$ cat config.mk
export PLATFORM = sky130hd
export DESIGN_NAME = lfsr_gen
export DESIGN_NICKNAME = d
export VERILOG_FILES = /design/src/rtl/lfsr_pkg.sv /design/src/rtl/lfsr_core.sv /design/src/rtl/lfsr_gen.sv
export SDC_FILE = /design/constraint.sdc
export NUM_CORES = 1
export LEC_CHECK = 0
export CELL_PAD_IN_SITES_DETAIL_PLACEMENT = 2
export CELL_PAD_IN_SITES_GLOBAL_PLACEMENT = 2
export CORE_MARGIN = 2
export CORE_UTILIZATION = 30
export DETAILED_ROUTE_END_ITERATION = 8
export PLACE_DENSITY = 0.77
export SKIP_LAST_GASP = 1
export SLEW_MARGIN = 10
export SYNTH_ARGS = -nofsm -noshare
export SYNTH_HDL_FRONTEND = slang
export SYNTH_HIERARCHICAL = 1
export SYNTH_SLANG_ARGS = --single-unit
$ cat constraint.sdc
create_clock -name clk_i -period 2.1 [get_ports clk_i]
set_clock_uncertainty 0.05 [all_clocks]
set_input_delay 0.21 -clock clk_i [delete_from_list [all_inputs] [get_ports clk_i]]
set_output_delay 0.21 -clock clk_i [all_outputs]
set_load 0.02 [all_outputs]
$ cat src/rtl/lfsr_pkg.sv
// Shared LFSR helpers: tap constants, step function and lock-up state.
package lfsr_pkg;

  localparam int unsigned   MaxWidth  = 64;
  localparam logic [31:0]   PeriodMax = 32'hFFFF_FFFF;

  localparam logic [15:0]   TAPS16 = 16'hD008;
  localparam logic [63:0]   TAPS64 = 64'hD800_0000_0000_0000;
  localparam logic [3:0]    TAPS4  = 4'hC;

  // Mask covering the low 'width' bits of a MaxWidth vector.
  function automatic logic [MaxWidth-1:0] lfsr_mask(input int unsigned width);
    if (width >= MaxWidth) begin
      return '1;
    end
    return (64'd1 << width) - 64'd1;
  endfunction

  // One Fibonacci step: shift left, feedback into bit 0.
  function automatic logic [MaxWidth-1:0] lfsr_step(input logic [MaxWidth-1:0] state,
                                                    input logic [MaxWidth-1:0] taps,
                                                    input int unsigned         width,
                                                    input logic                xnor_fb);
    logic fb;
    fb = (^(state & taps)) ^ xnor_fb;
    return ((state << 1) | {{(MaxWidth-1){1'b0}}, fb}) & lfsr_mask(width);
  endfunction

  // The one state the feedback can never leave: all ones for XNOR, all zeros for XOR.
  function automatic logic [MaxWidth-1:0] lfsr_lockup(input int unsigned width,
                                                      input logic        xnor_fb);
    return xnor_fb ? lfsr_mask(width) : '0;
  endfunction

endpackage

$ cat src/rtl/lfsr_core.sv
// Combinational STEPS-deep unrolled LFSR stepper.
module lfsr_core
  import lfsr_pkg::*;
#(
  parameter int unsigned      WIDTH = 16,
  parameter logic [WIDTH-1:0] TAPS  = WIDTH'(TAPS16),
  parameter bit               XNOR  = 1'b1,
  parameter int unsigned      STEPS = 1
) (
  input  logic [WIDTH-1:0] state_i,
  output logic [WIDTH-1:0] state_o
);

  logic [MaxWidth-1:0] chain [STEPS+1];

  assign chain[0] = MaxWidth'(state_i);

  for (genvar k = 0; k < STEPS; k++) begin : g_step
    assign chain[k+1] = lfsr_step(chain[k], MaxWidth'(TAPS), WIDTH, XNOR);
  end

  assign state_o = chain[STEPS][WIDTH-1:0];

  // Upper bits are always masked to zero by the step function.
  if (WIDTH < MaxWidth) begin : g_unused
    logic unused_hi;
    assign unused_hi = ^chain[STEPS][MaxWidth-1:WIDTH];
  end

endmodule

$ cat src/rtl/lfsr_gen.sv
// LFSR pseudo-random source with seed load, lock-up recovery and period reporting.
module lfsr_gen
  import lfsr_pkg::*;
#(
  parameter int unsigned      WIDTH = 16,
  parameter logic [WIDTH-1:0] TAPS  = WIDTH'(TAPS16),
  parameter logic [WIDTH-1:0] SEED  = WIDTH'(1),
  parameter bit               XNOR  = 1'b1,
  parameter int unsigned      STEPS = 1
) (
  input  logic             clk_i,
  input  logic             reset_ni,
  input  logic             enable_i,
  input  logic             load_i,
  input  logic [WIDTH-1:0] load_value_i,
  output logic [WIDTH-1:0] state_o,
  output logic [STEPS-1:0] out_bits_o,
  output logic             valid_o,
  output logic             lockup_o,
  output logic             wrap_o,
  output logic [31:0]      period_o
);

  localparam logic [MaxWidth-1:0] LockWide  = lfsr_lockup(WIDTH, XNOR);
  localparam logic [WIDTH-1:0]    LockState = LockWide[WIDTH-1:0];
  localparam logic [32:0]         StepInc   = 33'(STEPS);

  logic [WIDTH-1:0] state_q, state_d;
  logic [WIDTH-1:0] ref_q, ref_d;
  logic [WIDTH-1:0] stepped;
  logic [31:0]      cnt_q, cnt_d;
  logic [31:0]      period_q, period_d;
  logic [31:0]      cnt_inc;
  logic [32:0]      cnt_sum;
  logic             valid_q, valid_d;
  logic             lockup_q, lockup_d;
  logic             wrap_q, wrap_d;

  lfsr_core #(
    .WIDTH (WIDTH),
    .TAPS  (TAPS),
    .XNOR  (XNOR),
    .STEPS (STEPS)
  ) u_core (
    .state_i (state_q),
    .state_o (stepped)
  );

  // Saturating step count including the steps taken this cycle.
  always_comb begin
    cnt_sum = {1'b0, cnt_q} + StepInc;
    cnt_inc = cnt_sum[32] ? PeriodMax : cnt_sum[31:0];
  end

  // Next state: load beats lock-up recovery, which beats an enabled step.
  always_comb begin
    state_d  = state_q;
    ref_d    = ref_q;
    cnt_d    = cnt_q;
    period_d = period_q;
    valid_d  = 1'b0;
    lockup_d = 1'b0;
    wrap_d   = 1'b0;
    if (load_i) begin
      if (load_value_i == LockState) begin
        state_d  = SEED;
        lockup_d = 1'b1;
      end else begin
        state_d = load_value_i;
      end
      ref_d = state_d;
      cnt_d = '0;
    end else if (state_q == LockState) begin
      state_d  = SEED;
      lockup_d = 1'b1;
    end else if (enable_i) begin
      state_d = stepped;
      valid_d = 1'b1;
      // Only the post-cycle state is compared; intermediate matches are ignored.
      if (stepped == ref_q) begin
        wrap_d   = 1'b1;
        period_d = cnt_inc;
        cnt_d    = '0;
      end else begin
        cnt_d = cnt_inc;
      end
    end
  end

  // State and registered outputs.
  always_ff @(posedge clk_i or negedge reset_ni) begin
    if (!reset_ni) begin
      state_q  <= SEED;
      ref_q    <= SEED;
      cnt_q    <= '0;
      period_q <= '0;
      valid_q  <= 1'b0;
      lockup_q <= 1'b0;
      wrap_q   <= 1'b0;
    end else begin
      state_q  <= state_d;
      ref_q    <= ref_d;
      cnt_q    <= cnt_d;
      period_q <= period_d;
      valid_q  <= valid_d;
      lockup_q <= lockup_d;
      wrap_q   <= wrap_d;
    end
  end

  assign state_o    = state_q;
  assign out_bits_o = state_q[STEPS-1:0];
  assign valid_o    = valid_q;
  assign lockup_o   = lockup_q;
  assign wrap_o     = wrap_q;
  assign period_o   = period_q;

endmodule

==> metrics.cfg <==
[clocking]
cts_root_buf=clkbuf_16
numCtsBuffers=9
clk_pin_slew_ns=0.08
numClockSinks=99
clock_latency_ns=0.37
cts_tree=yes
h-tree-depth=3
cts_max_path_buffers=2

[worst_setup_path]
crit_arrival_ns=2.72
worst_setup_path_end_kind=flop
path_class=reg2reg
reg2reg_from=state_o[12]$_DFFE_PN0P_
crit_top_cell=xnor2_2
critPathBufInv=2
r2r_setup_slack_ns=-0.42
reg2reg_depth=10
critPathLaunch=state_o[12]$_DFFE_PN0P_
cp.required_ns=2.31
worstSetupStartpointType=flop
path_max_fanout=12
worstReg2RegEnd=period_o[28]$_DFFE_PN0P_
cp_top_family=simple AND/OR/NAND/NOR gates
cp_cell_sequence=xnor2_2 -> xnor2_2 -> xor2_2 -> nor4_2 -> nand4_1 -> nor4b_4 -> buf_12 -> buf_4 -> o211ai_1 -> o21ai_0
slowest_delay_ns=0.43
slowest_stage=dfrtp_2

[detailed_routing]
routed_wl_microns=23000
num_vias=5196
first_pass_iters=4
met2_length_microns=12000
drcViolationCount=0
wl_met1_microns=9350
ant_nets=0
drt_iter0_markers=279
drt-vias-per-instance=5.49
wl_met3_microns=849
wl_per_cell_microns=24.3
top_layer_used=met4

[logic_synthesis]
yosys-top-cells-count=dfrtp_1 (97), nor2_1 (66), o21ai_0 (56), nand2_1 (46), a21oi_1 (36)
synthMostInstantiatedCell=dfrtp_1
syn_inst=580
synth-async-reset-ratio_pct=100
seq_area_frac_synth_pct=47.8
synthesis.nets=601
ys_seq_elements=99
syn-cell-area_sq_um=5190
synth_cell_types=49
ys_warn_count=6
synth_edf_count=0
syn_avg_cell_area_sq_um=8.95
synthTopCellsByArea=dfrtp_1 (47%), o21ai_0 (5.4%), xor2_1 (4.9%)
synth_top_area_share_pct=46.8
ys.flop_type=dfrtp_1
synth_area_leader_cell=dfrtp_1

[worst_hold_path]
hp-class=in2async

[timing]
maxSlewHeadroom_pct=57.6
setup_ws_ns=-0.416
fin_crit_ns=2.52
final-max-slew-violation-count=0
worst_slew_pin_slew_ns=0.631
min_period_over_period_pct=120
rsz0062_at_grt=true
setup_viol=73
hold_viol_final=0
fmax_mhz=397

[run_status]
outcome=finished with violations
violations=setup timing

[global_routing]
grt_pass1_wl_microns=32400
grt_pass1_vias=5656
grt-ovfl-total=0
track_usage_pct=23.3
grt_max_degree=43
antenna_found_initial=0

[final_layout]
area_growth_pct=50.6
drive_gt1_share_pct=28.0
instances_no_fill=947
final_util_pct=45.7
antennaDiodeCount=0
layout.nets=738

[die]
num_rows=48
pin_count=72
die_area_sq_um=18400
die_w_microns=136
coreArea_sq_um=17100
start_util_pct=30.3
die_h_microns=136

[run]
maxCapViolations=0

[placement]
gp_congestion=0.805
hpwl_microns=13100
dp.cells=914
portBuffers=71

[power]
ir_drop_uv=423
leakagePower_nw=3.49
powerDensity_nw_per_um2=637

placed cells by master (no fill, tap or decap), drive strengths merged, types with 5 or more instances in the layout:
cell           Yosys  routed
dfrtp             97      97
and3               6       6
nand4             17      17
a21oi             36      36
nor2              66      66
a21o              12      12
xor2              29      29
nor4              10      10
clkdlybuf4s50      0      70
xnor2             11      11
a22o              10      10
inv               26      26
a31oi             22      22
clkbuf            21      15
o21ai             56      56
buf               31     103
and2               5       5
nand3             35      35
nand2             46      46
or4                6       6
cell type report:
type / instances / area (sq um)
Clock inverter: 5 / 125
Fill cell: 1764 / 9300
Inverter: 26 / 97.6
Multi-Input combinational cell: 403 / 2760
Sequential cell: 99 / 2480
Tap cell: 225 / 282
Clock buffer: 11 / 243
Timing Repair Buffer: 178 / 1830
worst register-to-register path, stage by stage (launching register included):
cell and delay, ns:
dfrtp_2 0.43, xnor2_2 0.23, xnor2_2 0.13, xor2_2 0.17, nor4_2 0.16, nand4_1 0.27, nor4b_4 0.38, buf_12 0.21
buf_4 0.14, o211ai_1 0.09, o21ai_0 0.13
worst max-delay path by stage:
stage	slack [ns]	cells past startpoint	to
after global routing	-0.57	10	period_o[27]$_DFFE_PN0P_
after floorplan	-0.17	8	period_o[24]$_DFFE_PN0P_
after global placement	-0.22	8	period_o[24]$_DFFE_PN0P_
final	-0.42	10	period_o[28]$_DFFE_PN0P_
after detailed placement	-0.34	9	period_o[30]$_DFFE_PN0P_
after CTS	-0.30	10	period_o[19]$_DFFE_PN0P_
flip-flops by register name, indices dropped and copies added (netlist names):
signal / cells
ref_q: 16
lockup_o: 1
wrap_o: 1
state_o: 16
cnt_q: 32
valid_o: 1
period_o: 32
per-stage QoR:
step	hold WS, ns	TNS [ns]	total power [mW]	instance area (sq um)	setup WS [ns]
finish	0.339	-20.72	4.98	7820	-0.416
global route	0.389	-30.39	5.13	7820	-0.570
CTS	0.353	-15.08	4.87	7360	-0.302
detailed placement	0.199	-14.78	2.72	6780	-0.338
global placement	0.183	-8.41	2.68	6780	-0.218
floorplan	-0.136	-3.18	2.39	5340	-0.168
report_power, final:
part           leakage [nW]  switching, mW  internal, mW
logic                  2.01          0.436         0.377
clock network         0.180          0.790          1.32
registers              1.29         0.0772          1.98
total                  3.49           1.30          3.67
cells by family (layout without fill, tap and decap cells):
group	Yosys count	in the layout	synth area share, %
and+or+nand+nor	210	210	20.4
AOI/OAI and AO/OA	150	150	17.1
DFF	99	99	47.8
buffers and inverters	78	220	7.25
xor gates and xnor gates	40	40	6.75
muxes	2	2	0.434
adders and majority gates	1	1	0.241
per-layer routing:
layer | vias up | track usage [%]
li1 | 2299 | -
met1 | 2691 | 28.0
met2 | 153 | 41.8
met3 | 53 | 3.22
met4 | 0 | 9.49
met5 | - | 0
what timing repair did:
item                                   in CTS  in global routing
gates resized for setup                    27                 61
pin swaps                                   3                 21
buffers inserted                            4                  5
cloned                                      2                  5
hold buffers                                1                  0
endpoints found under the hold margin      36                  0
setup endpoints to repair                  80                 80
Note: power is estimated with default switching activity, not from simulation.
